**src/rtl/cr_cpu_pkg.sv**
```systemverilog
// Shared CPU definitions: instruction width and fetch-sequencer state encoding.
// No logic; latency and backpressure not applicable.
package cr_cpu_pkg;

   localparam int INSTR_WIDTH = 16;

   localparam logic [2:0] FS_BOOT    = 3'd0;
   localparam logic [2:0] FS_WAIT    = 3'd1;
   localparam logic [2:0] FS_CAPTURE = 3'd2;
   localparam logic [2:0] FS_HOLD    = 3'd3;
   localparam logic [2:0] FS_HALTED  = 3'd4;

   typedef enum logic [2:0] {
      ST_BOOT    = FS_BOOT,
      ST_WAIT    = FS_WAIT,
      ST_CAPTURE = FS_CAPTURE,
      ST_HOLD    = FS_HOLD,
      ST_HALTED  = FS_HALTED
   } fetch_state_t;

endpackage

```
**src/rtl/fetch_sequencer.sv**
```systemverilog
// Drives program_counter, absorbs the 1-cycle RAM latency, holds the fetched word in IR.
// Boot/branch/resume to valid = 3 edges, 1 instr / 2 cycles; IR holds while i_ir_ready is low.
module fetch_sequencer
   import cr_cpu_pkg::*;
#(
   parameter int          ADDR_WIDTH   = 8,
   parameter int unsigned RESET_VECTOR = 0
) (
   input  logic                   i_clk,
   input  logic                   i_rst,
   output logic                   o_pc_inc,
   output logic                   o_pc_load,
   output logic [ADDR_WIDTH-1:0]  o_pc_load_addr,
   input  logic [ADDR_WIDTH-1:0]  i_pc_addr,
   input  logic [INSTR_WIDTH-1:0] i_instruction,
   output logic [INSTR_WIDTH-1:0] o_ir,
   output logic [ADDR_WIDTH-1:0]  o_ir_addr,
   output logic                   o_ir_valid,
   input  logic                   i_ir_ready,
   input  logic                   i_branch,
   input  logic [ADDR_WIDTH-1:0]  i_branch_addr,
   input  logic                   i_halt,
   input  logic                   i_resume,
   output logic                   o_halted,
   output logic [15:0]            o_fetch_count
);

   localparam logic [ADDR_WIDTH-1:0] LP_RESET_VECTOR = ADDR_WIDTH'(RESET_VECTOR);

   fetch_state_t            r_state;
   fetch_state_t            w_next;
   logic                    w_inc;
   logic                    w_load;
   logic [ADDR_WIDTH-1:0]   w_load_addr;
   logic                    w_hs;
   logic [INSTR_WIDTH-1:0]  r_ir;
   logic [ADDR_WIDTH-1:0]   r_ir_addr;
   logic                    r_ir_valid;
   logic [15:0]             r_fetch_count;

   assign w_hs = r_ir_valid & i_ir_ready & (r_state == ST_HOLD);

   always_comb begin
      w_next      = r_state;
      w_inc       = 1'b0;
      w_load      = 1'b0;
      w_load_addr = LP_RESET_VECTOR;
      case (r_state)
         ST_BOOT: begin
            w_load = 1'b1;
            w_next = ST_WAIT;
         end
         ST_WAIT: begin
            w_next = ST_CAPTURE;
         end
         ST_CAPTURE: begin
            w_inc  = 1'b1;
            w_next = ST_HOLD;
         end
         ST_HOLD: begin
            if (w_hs) begin
               // A taken branch throws away the prefetched word, so it must pass through WAIT.
               if (i_branch) begin
                  w_load      = 1'b1;
                  w_load_addr = i_branch_addr;
                  w_next      = i_halt ? ST_HALTED : ST_WAIT;
               end else begin
                  w_next      = i_halt ? ST_HALTED : ST_CAPTURE;
               end
            end
         end
         ST_HALTED: begin
            if (i_resume) begin
               w_next = ST_WAIT;
            end
         end
         default: begin
            w_next = ST_BOOT;
         end
      endcase
   end

   always_ff @(posedge i_clk or posedge i_rst) begin
      if (i_rst) begin
         r_state <= ST_BOOT;
      end else begin
         r_state <= w_next;
      end
   end

   always_ff @(posedge i_clk or posedge i_rst) begin
      if (i_rst) begin
         r_ir          <= '0;
         r_ir_addr     <= '0;
         r_ir_valid    <= 1'b0;
         r_fetch_count <= '0;
      end else begin
         if (r_state == ST_CAPTURE) begin
            r_ir       <= i_instruction;
            r_ir_addr  <= i_pc_addr;
            r_ir_valid <= 1'b1;
         end else if (w_hs) begin
            r_ir_valid    <= 1'b0;
            r_fetch_count <= r_fetch_count + 16'd1;
         end
      end
   end

   // PC strobes are gated by reset so program_counter sees nothing while BOOT is held.
   assign o_pc_inc       = w_inc & ~i_rst;
   assign o_pc_load      = w_load & ~i_rst;
   assign o_pc_load_addr = w_load_addr;
   assign o_ir           = r_ir;
   assign o_ir_addr      = r_ir_addr;
   assign o_ir_valid     = r_ir_valid;
   assign o_halted       = (r_state == ST_HALTED);
   assign o_fetch_count  = r_fetch_count;

endmodule

```
**config.mk**
```make
export PLATFORM = sky130hd
export DESIGN_NAME = fetch_sequencer
export DESIGN_NICKNAME = d
export VERILOG_FILES = /design/src/rtl/cr_cpu_pkg.sv /design/src/rtl/fetch_sequencer.sv
export SDC_FILE = /design/constraint.sdc
export NUM_CORES = 1
export LEC_CHECK = 0
export CAP_MARGIN = 20
export CELL_PAD_IN_SITES_DETAIL_PLACEMENT = 0
export CELL_PAD_IN_SITES_GLOBAL_PLACEMENT = 1
export CORE_MARGIN = 2
export CORE_UTILIZATION = 33
export DETAILED_ROUTE_END_ITERATION = 8
export GPL_ROUTABILITY_DRIVEN = 0
export GPL_TIMING_DRIVEN = 0
export PLACE_DENSITY = 0.91
export SLEW_MARGIN = 5
export SYNTH_ARGS = -nofsm -noshare
export SYNTH_HDL_FRONTEND = slang
export SYNTH_SLANG_ARGS = --single-unit
export TNS_END_PERCENT = 100
```
**constraint.sdc**
```tcl
create_clock -name i_clk -period 3.75 [get_ports i_clk]
set_input_delay 1.125 -clock i_clk [delete_from_list [all_inputs] [get_ports i_clk]]
set_output_delay 1.125 -clock i_clk [all_outputs]
set_load 0.005 [all_outputs]
```
# Word level (Yosys, flattened, before mapping)
# Index checks and enable logic that the tools add are counted.
# W data, S select, Z words.
# totals
latchBits,0
word_cells,37
input_bits,38
register_bits,44
memories,0
romBits,0
mem_bits_rw,0
out_inout_bits,52
# op_classes
n_shift,0
mux,15
add_sub_neg,1
n_mul,0
order_cmp,0
reduce_logical,4
n_eq_ne,6
bitwise_logic,6
n_div,0
# op_table
cell,count
$mux W8,3
$add A16 B1 Y16 const B,1
$mux W3,5
$pmux W3 S5,1
$eq A3 B2 Y1 const B,2
$mux W1,5
$and A1 B1 Y1,4
$ne A2 B2 Y1 const B,2
$reduce_and A2 Y1,2
$eq A3 B1 Y1 const B,1
$eq A3 B3 Y1 const B,1
$logic_not A3 Y1,1
$not A1 Y1,2
$pmux W1 S2,1
$reduce_bool A2 Y1,1

# Longest topological paths before layout
# Gate-level depths: netlist of the first run.
# depth
ltp_word,5
depth_mapped,6
mapped_depth_nobuf,4

# Least setup slack after synthesis of the first run
# Ideal clock, no wire load.
# synth_path
path_type,in2out
start,in i_ir_ready
end,out o_pc_load
t_arrival_ns,1.795
t_required_ns,2.625
path_buffers,1
setup_slack_ns,0.830
cell_stages,5
cell_sequence,nand3_1 -> nor2_1 -> buf_2 -> nand2_1 -> a21oi_1
# synth_between
elab_chain_len,5
# synth_lines
item,line_no,text
"start, declared",fetch_sequencer.sv:19,"input logic i_ir_ready,"
$and A1 B1 Y1 (2 in series),fetch_sequencer.sv:41,assign w_hs = r_ir_valid & i_ir_ready & (r_state == ST_HOLD);
$mux W1,fetch_sequencer.sv:61,if (w_hs) begin
$pmux W1 S2,fetch_sequencer.sv:48,case (r_state)
$and A1 B1 Y1,fetch_sequencer.sv:111,assign o_pc_load = w_load & ~i_rst;
"end, declared",fetch_sequencer.sv:12,"output logic o_pc_load,"
# Every way passes these cells.

# Final worst setup path of the first run
# layout_path
start,in i_branch
end,out o_pc_load_addr[5]
# layout_between
elab_chain_len,3
# layout_lines
item,line_no,text
"start, declared",fetch_sequencer.sv:20,"input logic i_branch,"
$mux W8,fetch_sequencer.sv:63,if (i_branch) begin
$mux W8,fetch_sequencer.sv:61,
$mux W8,fetch_sequencer.sv:48,
"end, declared",fetch_sequencer.sv:13,"output logic [ADDR_WIDTH-1:0] o_pc_load_addr,"
# Every way passes these cells.

==> results of run 1 <==
cells by family after synthesis:
| kind of cell | after synthesis | share of synthesized area |
|---|---|---|
| simple gates | 52 | 0.162 |
| flops | 44 | 0.573 |
| xor+xnor | 15 | 0.0683 |
| buf+inv | 8 | 0.0221 |
| fa+ha+maj | 1 | 0.00651 |
| mux | 25 | 0.146 |
| compound gates | 8 | 0.0221 |
final cells by class:
class,instances,area (um^2)
clock inverters,1,5.00
multi-input cells,101,792
well taps,72,90.1
flip-flops and latches,44,1100
fillers,498,2550
plain buffers,4,33.8
inverters,3,11.3
repair buffers,91,920
clock buffers,6,72.6
per-layer routing:
layer  up-vias  global-route usage  routed length [um]
li1        715                   -                   -
met1       729               0.160                1810
met2        66               0.234                2070
met3         8              0.0360                 308
met4         0              0.0492                  83
met5         -                   0                   0
cells in the final DEF (no fill, tap or decap), types with 2 or more instances in the layout:
cell type                         synthesis  routed
sky130_fd_sc_hd__a21oi_1                  2       2
sky130_fd_sc_hd__clkdlybuf4s50_1          0      87
sky130_fd_sc_hd__nor3_1                   7       7
sky130_fd_sc_hd__xor2_1                  13      13
sky130_fd_sc_hd__nand2_1                 13      13
sky130_fd_sc_hd__nor2_1                   8       7
sky130_fd_sc_hd__dfrtp_1                 44      44
sky130_fd_sc_hd__nand3_1                  3       2
sky130_fd_sc_hd__and4_1                   2       2
sky130_fd_sc_hd__inv_1                    3       2
sky130_fd_sc_hd__buf_4                    3       4
sky130_fd_sc_hd__mux2_2                  25      25
sky130_fd_sc_hd__clkbuf_8                 0       5
sky130_fd_sc_hd__nand3_2                  1       2
sky130_fd_sc_hd__nor4_2                   2       2
sky130_fd_sc_hd__and3_1                   8       8
sky130_fd_sc_hd__xnor2_1                  2       2
sky130_fd_sc_hd__o21ai_0                  5       5
path summary, 6_finish.rpt:
kind,startpoint,to,slack [ps],depth (start not counted)
min in group asynchronous,i_rst,o_ir_valid,1150,2
setup reg to reg,r_state[2],o_ir[12],1990,4
hold reg to reg,o_fetch_count[15],o_fetch_count[15],470,1
max in group asynchronous,i_rst,o_ir[5],2140,3
setup / recovery,i_branch,o_pc_load_addr[5],160,3
hold / removal,o_fetch_count[15],o_fetch_count[15],470,1
stage by stage:
stage               worst slack [ps]  hold WS [ps]  total power, mW  instances
floorplan                        830           465             1.15        153
global placement                -339           454             1.60        314
detailed placement              -360           461             1.63        315
CTS                             26.5           475             1.93        323
global route                    67.6           504             2.04        322
finish                           159           468             1.90        322
worst reg2reg max path, cell delays in order, from the launching register on:
cell                       delay (ps)
sky130_fd_sc_hd__dfrtp_1          440
sky130_fd_sc_hd__nand2b_1         270
sky130_fd_sc_hd__nor2_2           320
sky130_fd_sc_hd__buf_4            260
sky130_fd_sc_hd__mux2_2           350
state kept, by name, summed over array words and instances (netlist names):
register and flops:
o_ir_valid 1, o_ir 16, r_state 3, o_ir_addr 8, o_fetch_count 16
report_power, final:
group / internal [mW] / leakage, nW / switching [mW] / total, mW
Clock: 0.127 / 0.0410 / 0.147 / 0.274
Sequential: 0.651 / 0.543 / 0.116 / 0.766
Combinational: 0.569 / 0.749 / 0.289 / 0.857
what timing repair did:
item                                    in CTS  in global routing
pin swaps                                    1                  0
endpoints found under the setup margin       9                  9
gates cloned                                 0                  0
buffers inserted                             1                  0
resized for setup                            6                  1
hold buffers                                 0                  0
==> results by stage, run 1 <==
Global routing:
- Entering global routing, the biggest net connects 35 pins.
- The total global routing overflow is 0.
- The number of antenna violations at the first check in global routing is 0.
- In the global route stage, overall resource usage came out at 0.135.
- The first global-routing pass estimated 6.82 mm of wire.
- The via count of the first global-routing pass is 1,489.

Worst setup path:
- On the critical path, the stage with the largest delay is an instance of sky130_fd_sc_hd__clkdlybuf4s50_1.
- In this design, the critical path's most frequently occurring cell is sky130_fd_sc_hd__clkdlybuf4s50_1.
- The category of the worst setup path launch point is an input pin.
- Along the worst path, the maximum fanout reaches 11.
- For the worst setup path, the data arrival time is 2470 ps.
- STA classifies the critical path endpoint as an output pin.
- The critical path contains buffers and inverters numbering 2 combined.
- In this design, the largest share of critical-path delay is due to buffers and inverters.
- The maximum single-stage delay on the critical path is 630 ps.
- The data required time of the critical path is 2620 ps.
- The critical path goes through clkdlybuf4s50_1 -> and3_1 -> clkdlybuf4s50_1.
- The path type of the worst setup path is in2out.

Pwr:
- For this design the static power due to leakage is 1.33 nW.
- The total power density per cell area is 627 mW/mm^2.
- The worst-case vdd ir drop is 288 uV.

Floorplan:
- The die width is 80.3 um.
- In this run the standard cell core region covers 0.00557 mm^2.
- The count of boundary I/O pins is 90.
- The floorplan has 27 rows.
- The die covers 0.00645 mm^2.
- The initial utilization of the core area, before any placement, comes to 0.345.
- The chip height is 80.3 um.

Finish:
- The share of post-route cells with drive strength above 1 is 0.188.
- Summing all non-filler instances in the final layout gives an area of 0.00303 mm^2.
- The number of nets in the layout is 289.
- The area growth from synthesis to layout is 57.3%.
- Measured on the finished design, the core utilization comes to 0.543.
- The antenna diode instance count is 0.

Yosys:
- Each instance of the synthesized netlist takes up on average 12.6 um^2.
- The cell with the most instances after synthesis is sky130_fd_sc_hd__dfrtp_1.
- For this run, the leading register cell type out of synthesis is sky130_fd_sc_hd__dfrtp_1.
- The flip-flop and latch count after synthesis is 44.
- The post-synthesis cell type count is 28.
- The cell accounting for the most synthesized area is sky130_fd_sc_hd__dfrtp_1.
- The share of the yosys chip area belonging to registers is 0.573.
- Summing every instance area after synthesis gives 0.00192 mm^2.
- After synthesis, the cell types taking the most area are sky130_fd_sc_hd__dfrtp_1 57%, sky130_fd_sc_hd__mux2_2 15%, sky130_fd_sc_hd__xor2_1 5.9%, sky130_fd_sc_hd__and3_1 2.6%, sky130_fd_sc_hd__nand2_1 2.5%.
- The top cell type's share of synthesized area is 0.573.
- The cell count after synthesis is 153.
- The number of warnings issued by yosys is 0.
- In the synthesized netlist, the cells that appear most often are 44 x sky130_fd_sc_hd__dfrtp_1, 25 x sky130_fd_sc_hd__mux2_2, 13 x sky130_fd_sc_hd__nand2_1, 13 x sky130_fd_sc_hd__xor2_1.
- The number of synthesized flops with an enable pin is 0.
- After synthesis, the share of flip-flops with an asynchronous set or reset is 1.00.
- The number of nets in the synthesized netlist is 192.

Placed design:
- The total cell area at the placement stage is 0.00292 mm^2.
- The count of input and output buffers is 89.
- The HPWL after detailed placement is 3.26 mm.

Clocking:
- The cell at the root of the clock tree is sky130_fd_sc_hd__clkbuf_8.
- TritonCTS created 5 clock buffers.
- Clock-pin slew was measured on the worst setup and hold paths at 80 ps.
- The CTS tree is yes.
- The clock net in this run drives a total of 44 sinks.
- At the later pin of the worst-skew pair, clock insertion delay measures 280 ps.
- The number of H-tree levels is 2.
- The number of buffers on the longest clock path is 2.

Routing:
- After the first detailed-routing iteration, the DRC count stood at 33.
- Dividing the detail-routed via count by the number of cells gives 4.71.
- The detail route stage leaves a number of antenna-violating nets equal to 0.
- The routed wire length is 4.27 mm.
- The detailed-route via count is 1,518.
- In the routed design, unresolved DRC markers number 0.
- Dividing the detail-routed wire length by the instance count gives 13.3 um.
- The number of iterations in the first detailed-routing pass is 4.

Timing:
- Setup total negative slack on the finished layout was measured at 0 ps.
- Based on the critical path, the design can be clocked at up to 278 MHz.
- After layout, the minimum clock period comes to 3590 ps.
- The number of setup violations in the final report is 0.
- At the pin with the least slew margin, the transition time is 336 ps.
- The period utilization is 0.958.
- Headroom to the max-slew limit came out at 0.776.
- The final max-slew violation count is 0.
- Setup repair after global routing left no endpoint under its margin.
- The clock arrives with 1.80 ps of skew.
- The hold violation total from the final report was 0.

Min path:
- The kind of path behind the tightest hold check is reg2reg.

Run status:
- The run finished with clean final reports.

Flow run:
- The max capacitance violation total is 0.
(Power assumes the default switching activity.)
==> run 2, diff against run 1 <==
--- a/config.mk
+++ b/config.mk
@@ -9,11 +9,11 @@
 export CELL_PAD_IN_SITES_DETAIL_PLACEMENT = 0
 export CELL_PAD_IN_SITES_GLOBAL_PLACEMENT = 1
 export CORE_MARGIN = 2
-export CORE_UTILIZATION = 33
+export CORE_UTILIZATION = 31
 export DETAILED_ROUTE_END_ITERATION = 8
 export GPL_ROUTABILITY_DRIVEN = 0
 export GPL_TIMING_DRIVEN = 0
-export PLACE_DENSITY = 0.91
+export PLACE_DENSITY = 0.87
 export SLEW_MARGIN = 5
 export SYNTH_ARGS = -nofsm -noshare
 export SYNTH_HDL_FRONTEND = slang
==> constraint.sdc (replaced) <==
create_clock -name i_clk -period 3.4 [get_ports i_clk]
set_input_delay 1.02 -clock i_clk [delete_from_list [all_inputs] [get_ports i_clk]]
set_output_delay 1.02 -clock i_clk [all_outputs]
set_load 0.005 [all_outputs]
==> run 2 against run 1 <==
  * Non-clock buffer count did not move
  * Flip-flop and latch count is the same
  * Cell count is 1.2% higher
  * Total power increased by 12%
  * Worst setup slack worse by 72 ps
  * Utilization decreased by 3.0 points
  * Die area grew 6.1%
  * Critical path type unchanged
==> results by stage, run 2 (same netlist as run 1, synthesis figures left out) <==
Global routing:
- The number of antenna violations at the first check in global routing was 0 (unchanged).
- The maximum number of pins on one net before global-route repair was 24 (was 35).
- The total global routing overflow came to 0 (unchanged).
- The via count of the first global-routing pass is 1,455 (was 1,489).
- The total routing resource utilization after global routing was 0.130 (was 0.135).
- The first-pass GRT wire length is 6.72 mm (was 6.82 mm).

Finish:
- The number of nets in the layout came to 289 (unchanged).
- The antenna diode instance count came to 0 (unchanged).
- The finished layout cell area is 0.00305 mm^2 (was 0.00303 mm^2).
- The final core utilization came to 0.513 (was 0.543).
- The share of post-route cells with drive strength above 1 was 0.191 (was 0.188).
- The area growth from synthesis to layout is 58.8% (was 57.3%).
- The commonest non-fill, non-tap cell in the layout is sky130_fd_sc_hd__clkdlybuf4s50_1 (unchanged).
- Most frequent cells in the layout: 86 x sky130_fd_sc_hd__clkdlybuf4s50_1, 44 x sky130_fd_sc_hd__dfrtp_1, 25 x sky130_fd_sc_hd__mux2_2 (was 87 x sky130_fd_sc_hd__clkdlybuf4s50_1, 44 x sky130_fd_sc_hd__dfrtp_1, 25 x sky130_fd_sc_hd__mux2_2).

Timing:
- The worst slew margin relative to its limit is 0.657 (was 0.776).
- The setup skew after layout is 7.27 ps (was 1.80 ps).
- The setup TNS after final layout was 0 ps (unchanged).
- The final max-slew violation count came to 0 (unchanged).
- The number of setup violations in the final report is 0 (unchanged).
- RSZ-0062 raised after global routing: false (unchanged).
- The pin slew with the least headroom to its limit is 513 ps (was 336 ps).
- Derived from the worst setup path, the maximum achievable clock frequency is 302 MHz.
- For the finished layout, the period the worst path requires is 3310 ps.
- The period utilization is 0.974.
- The hold violation total from the final report is 0 (unchanged).

Routing:
- The post-route DRC violation count is 0 (unchanged).
- The routed via count divided by cell count came to 4.59 (was 4.71).
- The detailed-route via count is 1,495 (was 1,518).
- The number of iterations in the first detailed-routing pass is 4 (unchanged).
- The number of nets still failing antenna checks after routing is 0 (unchanged).
- The routed wire length was 4.29 mm (was 4.27 mm).
- The number of design-rule violations left by the first detailed-router iteration came to 35 (was 33).
- The mean routed wirelength per cell came to 13.2 um (was 13.3 um).

Min path:
- The kind of path behind the tightest hold check was reg2reg (unchanged).

Clocking:
- The CTS tree is yes (unchanged).
- The worst-skew pair later-pin latency is 290 ps (was 280 ps).
- The number of buffers on the longest clock path came to 2 (unchanged).
- The count of clock tree sinks is 44 (unchanged).
- The clock-pin transition on the worst setup and hold timing paths is 80 ps (about the same).
- The number of H-tree levels is 2 (unchanged).
- The number of buffers created by CTS was 5 (unchanged).
- The cell at the root of the clock tree was sky130_fd_sc_hd__clkbuf_8 (unchanged).

Worst setup path:
- The critical path data arrival time came to 2290 ps (was 2470 ps).
- Cell breakdown of the critical path: clkdlybuf4s15_1 -> nand3_2 -> nor2_4 -> buf_6 -> and3_1 -> clkdlybuf4s50_1 (was clkdlybuf4s50_1 -> and3_1 -> clkdlybuf4s50_1).
- The maximum single-stage delay on the critical path is 500 ps (was 630 ps).
- The path type of the worst setup path is in2out (unchanged).
- The slowest cell on the critical path is sky130_fd_sc_hd__clkdlybuf4s50_1 (unchanged).
- The number of buffer and inverter instances along the worst setup path is 3 (was 2).
- The minimum setup slack among reg-to-reg paths is 1610 ps (was 1990 ps).
- The cell class contributing the biggest share of worst-path delay is buffers and inverters (unchanged).
- The category of the worst setup path launch point is an input pin (unchanged).
- The data required time of the critical path is 2380 ps (was 2620 ps).
- The worst-path maximum fanout is 10 (was 11).
- The endpoint kind of the worst setup timing path is an output pin (unchanged).

Run status:
- Run status: completed (unchanged).

Placed design:
- The count of input and output buffers is 89 (unchanged).
- The final HPWL from detailed placement is 3.24 mm (was 3.26 mm).
- The total cell area at the placement stage is 0.00294 mm^2 (was 0.00292 mm^2).

Floorplan:
- The effective utilization at floorplan is 0.323 (was 0.345).
- The chip height is 82.8 um (was 80.3 um).
- The core region area is 0.00596 mm^2 (was 0.00557 mm^2).
- The count of boundary I/O pins is 90 (unchanged).
- The row count came to 28 (was 27).
- The die width is 82.8 um (was 80.3 um).
- The die area is 0.00685 mm^2 (was 0.00645 mm^2).

Pwr:
- The leakage power came to 1.34 nW (was 1.33 nW).
- The total power density per cell area is 696 mW/mm^2 (was 627 mW/mm^2).
- The overall power of the completed layout is 2.12 mW (was 1.90 mW).
- The switching portion of total power was 0.289 (was 0.291).
- The portion of total power attributed to the clock network is 0.157 (was 0.144).
- The power dissipated by switching net loads is 0.615 mW (was 0.552 mW).
- The worst-case vdd ir drop came to 300 uV (was 288 uV).
- The cell internal power dissipation was 1.51 mW (was 1.35 mW).
- The sequential group share of total power came to 0.397 (was 0.404).
- The logic gate share of total power is 0.446 (was 0.452).

Flow run:
- The max capacitance violation total was 0 (unchanged).
==> run 2: changes by cell type in the layout (fill, tap and decap cells not counted), sizes merged <==
cell,delta
clkbuf,+1
clkinvlp,+1
clkdlybuf4s50,-1
clkinv,-1
clkdlybuf4s15,+1
==> run 2: path summary, 6_finish.rpt <==
check                           cells past startpoint         startpoint                end
worst max-delay path                                6         i_ir_ready  o_pc_load_addr[5]
worst min-delay path                                1  o_fetch_count[15]  o_fetch_count[15]
worst max register to register                      4         r_state[2]            o_ir[7]
worst min register to register                      1  o_fetch_count[15]  o_fetch_count[15]
max in group asynchronous                           3              i_rst            o_ir[7]
min in group asynchronous                           2              i_rst            o_ir[4]
==> run 2: what timing repair did <==
| action | CTS | global route |
|---|---|---|
| pin swaps | 1 | 2 |
| gates resized for setup | 7 | 2 |
| setup endpoints to repair | 9 | 8 |
| endpoints found under the hold margin | 0 | 0 |
| setup buffers | 1 | 0 |
| hold buffers | 0 | 0 |
==> run 2: through the flow <==
stage / hold WS (ps) / std cells / setup WS [ps]
after floorplan: 465 / 153 / 690
after global placement: 455 / 317 / -468
after detailed placement: 461 / 318 / -504
after CTS: 475 / 326 / 19.4
after global routing: 484 / 326 / 7.93
final: 469 / 326 / 86.8
==> run 2: layer usage <==
| metal | up-vias | track usage | wire (um) |
|---|---|---|---|
| li1 | 720 | - | - |
| met1 | 713 | 0.158 | 1910 |
| met2 | 58 | 0.211 | 1970 |
| met3 | 4 | 0.0380 | 357 |
| met4 | 0 | 0.0639 | 60 |
| met5 | - | 0 | 0 |
==> run 2: cell type report <==
| type | count | area [um^2] |
|---|---|---|
| inverters | 3 | 11.3 |
| multi-input cells | 101 | 792 |
| flip-flops and latches | 44 | 1100 |
| fillers | 555 | 2900 |
| plain buffers | 4 | 33.8 |
| clock buffers | 7 | 86.3 |
| clock inverters | 1 | 7.51 |
| well taps | 75 | 93.8 |
| repair buffers | 91 | 927 |
==> run 2: worst reg2reg max path: cells and delay by family, from the launching register on <==
family / cells / cell delay (ps)
mux: 1 / 360
flops: 1 / 440
buf+inv: 1 / 270
simple gates: 2 / 610
==> run 2: power groups by stage <==
stage / Sequential, mW / Combinational (mW) / Clock [mW]
CTS: 0.846 / 0.964 / 0.352
global placement: 0.847 / 0.922 / 0
floorplan: 0.857 / 0.416 / 0
finish: 0.843 / 0.947 / 0.334
detailed placement: 0.855 / 0.942 / 0
global route: 0.868 / 1.02 / 0.370
==> run 3, diff against run 2 <==
--- a/config.mk
+++ b/config.mk
@@ -12,7 +12,6 @@
 export CORE_UTILIZATION = 31
 export DETAILED_ROUTE_END_ITERATION = 8
 export GPL_ROUTABILITY_DRIVEN = 0
-export GPL_TIMING_DRIVEN = 0
 export PLACE_DENSITY = 0.87
 export SLEW_MARGIN = 5
 export SYNTH_ARGS = -nofsm -noshare
==> run 3 against run 2 <==
  * Routed wire length decreased by 0.51%
  * Largest cell class unchanged
  * Non-clock buffer count unchanged
  * Utilization decreased by 0.71 points
  * Via count increased by 0.54%
  * Worst setup slack got worse by 4.2 ps
  * Sequential power increased by 0.7%
  * Total power decreased by 2.3%
  * Count of clock-buffer cells in the layout decreased by 2
  * Clock power decreased by 5%
  * Largest power group unchanged
  * Clock skew increased by 0.79 ps
==> results by stage, run 3 (same netlist as run 1, synthesis figures left out) <==
Clocking:
- The CTS tree is yes (unchanged).
- The worst-skew pair later-pin latency is 290 ps (about the same).
- The hold buffer count at cts came to 0 (unchanged).
- The cell at the root of the clock tree is sky130_fd_sc_hd__clkbuf_8 (unchanged).
- The number of buffers created by CTS is 5 (unchanged).
- The post-cts repair resize count is 9 (was 7).
- The number of H-tree levels came to 2 (unchanged).
- The clock-pin transition on the worst setup and hold timing paths is 80 ps (about the same).
- The number of buffers on the longest clock path was 2 (unchanged).
- The number of setup buffers added after CTS is 0 (was 1).
- The count of clock tree sinks is 44 (unchanged).

Worst setup path:
- The minimum setup slack among reg-to-reg paths is 1790 ps (was 1610 ps).
- The path type of the worst setup path is in2out (unchanged).
- The critical path data arrival time is 2300 ps (was 2290 ps).
- The category of the worst setup path launch point is an input pin (unchanged).
- The reg-to-reg endpoint was o_ir[2] (was o_ir[7]).
- The worst setup path startpoint is i_ir_ready (unchanged).
- The worst-path maximum fanout came to 10 (unchanged).
- The data required time of the critical path is 2380 ps (about the same).
- The endpoint kind of the worst setup timing path is an output pin (unchanged).
- The logic depth of the worst register-to-register path is 4 (unchanged).
- The worst flop-to-flop path startpoint was r_state[2] (unchanged).
- The capturing instance or port of the critical path is o_pc_load (was o_pc_load_addr[5]).

Placed design:
- The total cell area at the placement stage is 0.00293 mm^2 (was 0.00294 mm^2).
- The minimum setup slack after placement was -172 ps (was -504 ps).
- The final HPWL from detailed placement is 3.23 mm (was 3.24 mm).
- The number of placed cells counting well taps is 318 (unchanged).
- The count of input and output buffers is 89 (unchanged).

Floorplan:
- The row count came to 28 (unchanged).
- The effective utilization at floorplan is 0.323 (unchanged).
- The die area is 0.00685 mm^2 (unchanged).
- The count of boundary I/O pins is 90 (unchanged).
- The core region area is 0.00596 mm^2 (unchanged).
- The chip height was 82.8 um (unchanged).
- The die width is 82.8 um (unchanged).

Finish:
- The commonest non-fill, non-tap cell in the layout is sky130_fd_sc_hd__clkdlybuf4s50_1 (unchanged).
- The number of standard cells in the final layout excluding fillers was 326 (unchanged).
- The finished layout cell area is 0.00301 mm^2 (was 0.00305 mm^2).
- The final core utilization is 0.505 (was 0.513).
- The area growth from synthesis to layout came to 56.5% (was 58.8%).
- Most frequent cells in the layout: 80 x sky130_fd_sc_hd__clkdlybuf4s50_1, 44 x sky130_fd_sc_hd__dfrtp_1, 25 x sky130_fd_sc_hd__mux2_2 (was 86 x sky130_fd_sc_hd__clkdlybuf4s50_1, 44 x sky130_fd_sc_hd__dfrtp_1, 25 x sky130_fd_sc_hd__mux2_2).
- The number of nets in the layout is 289 (unchanged).
- The share of post-route cells with drive strength above 1 was 0.183 (was 0.191).
- The antenna diode instance count came to 0 (unchanged).

Pwr:
- The portion of total power attributed to the clock network is 0.153 (was 0.157).
- The overall power of the completed layout is 2.08 mW (was 2.12 mW).
- The cell internal power dissipation is 1.47 mW (was 1.51 mW).
- The sequential group share of total power came to 0.409 (was 0.397).
- The leakage power was 1.36 nW (was 1.34 nW).
- The worst-case vdd ir drop is 291 uV (was 300 uV).
- The total power density per cell area came to 689 mW/mm^2 (was 696 mW/mm^2).
- The power dissipated by switching net loads is 0.608 mW (was 0.615 mW).
- The switching portion of total power is 0.293 (was 0.289).
- The logic gate share of total power is 0.438 (was 0.446).

Flow run:
- The max capacitance violation total came to 0 (unchanged).

Timing:
- The hold slack is 467 ps (was 469 ps).
- The worst slew margin relative to its limit is 0.442 (was 0.657).
- The pin slew with the least headroom to its limit was 832 ps (was 513 ps).
- The shortest period the worst path allows is 3320 ps (was 3310 ps).
- The final worst setup slack is 82.6 ps (was 86.8 ps).
- The period utilization is 0.976 (was 0.974).
- The number of setup violations in the final report was 0 (unchanged).
- The setup TNS after final layout is 0 ps (unchanged).
- The setup skew after layout is 8.06 ps (was 7.27 ps).
- The timing-limited maximum frequency is 301 MHz (was 302 MHz).
- The hold violation total from the final report is 0 (unchanged).
- RSZ-0062 raised after global routing: false (unchanged).
- The final max-slew violation count is 0 (unchanged).

Routing:
- The routed via count divided by cell count is 4.61 (was 4.59).
- The number of design-rule violations left by the first detailed-router iteration came to 32 (was 35).
- The detailed-route via count was 1,503 (was 1,495).
- The number of iterations in the first detailed-routing pass is 4 (unchanged).
- The post-route DRC violation count came to 0 (unchanged).
- The routed wire length is 4.27 mm (was 4.29 mm).
- The number of nets still failing antenna checks after routing was 0 (unchanged).
- The mean routed wirelength per cell is 13.1 um (was 13.2 um).

Global routing:
- The number of antenna violations at the first check in global routing came to 0 (unchanged).
- The first-pass GRT wire length was 6.69 mm (was 6.72 mm).
- The total routing resource utilization after global routing came to 0.129 (was 0.130).
- The maximum number of pins on one net before global-route repair was 25 (was 24).
- The total global routing overflow is 0 (unchanged).
- The via count of the first global-routing pass was 1,461 (was 1,455).

Min path:
- The kind of path behind the tightest hold check is reg2reg (unchanged).
- The beginning of the worst hold path is o_fetch_count[15] (unchanged).

Run status:
- Run status: completed (unchanged).
-- run 3: cell type report --
cell class | instances | area (um^2)
inverter | 3 | 11.3
sequential | 44 | 1100
fill | 553 | 2950
timing repair buffer | 95 | 937
tap | 75 | 93.8
clock buffer | 5 | 68.8
multi-input combinational | 101 | 779
clock inverter | 3 | 18.8
-- run 3: worst max-delay path, stage by stage --
cell	delay, ps
sky130_fd_sc_hd__clkdlybuf4s50_1	470
sky130_fd_sc_hd__nand3_1	100
sky130_fd_sc_hd__nor2_1	110
sky130_fd_sc_hd__buf_4	150
sky130_fd_sc_hd__nand2_1	50
sky130_fd_sc_hd__a21oi_1	140
sky130_fd_sc_hd__dlygate4sd2_1	250
-- run 3: worst min path at each step --
stage                             end  depth (start not counted)
floorplan           o_fetch_count[15]                          1
CTS                 o_fetch_count[15]                          1
global route        o_fetch_count[15]                          1
global placement    o_fetch_count[15]                          1
finish              o_fetch_count[15]                          1
detailed placement  o_fetch_count[15]                          1
-- run 3: metal layers --
layer / wire, um / vias up / global-route usage / part of all wire
li1: - / 725 / - / -
met1: 1800 / 713 / 0.152 / 0.42
met2: 2110 / 63 / 0.226 / 0.49
met3: 328 / 2 / 0.0359 / 0.077
met4: 36 / 0 / 0.0443 / 0.0084
met5: 0 / - / 0 / 0
-- run 3: power by group through the flow --
stage                     clock (mW)  combinational (mW)  sequential (mW)
after CTS                      0.334               0.931            0.854
after floorplan                    0               0.416            0.857
after global placement             0               0.912            0.857
final                          0.317               0.910            0.849
after detailed placement           0               0.935            0.865
after global routing           0.353               0.986            0.879
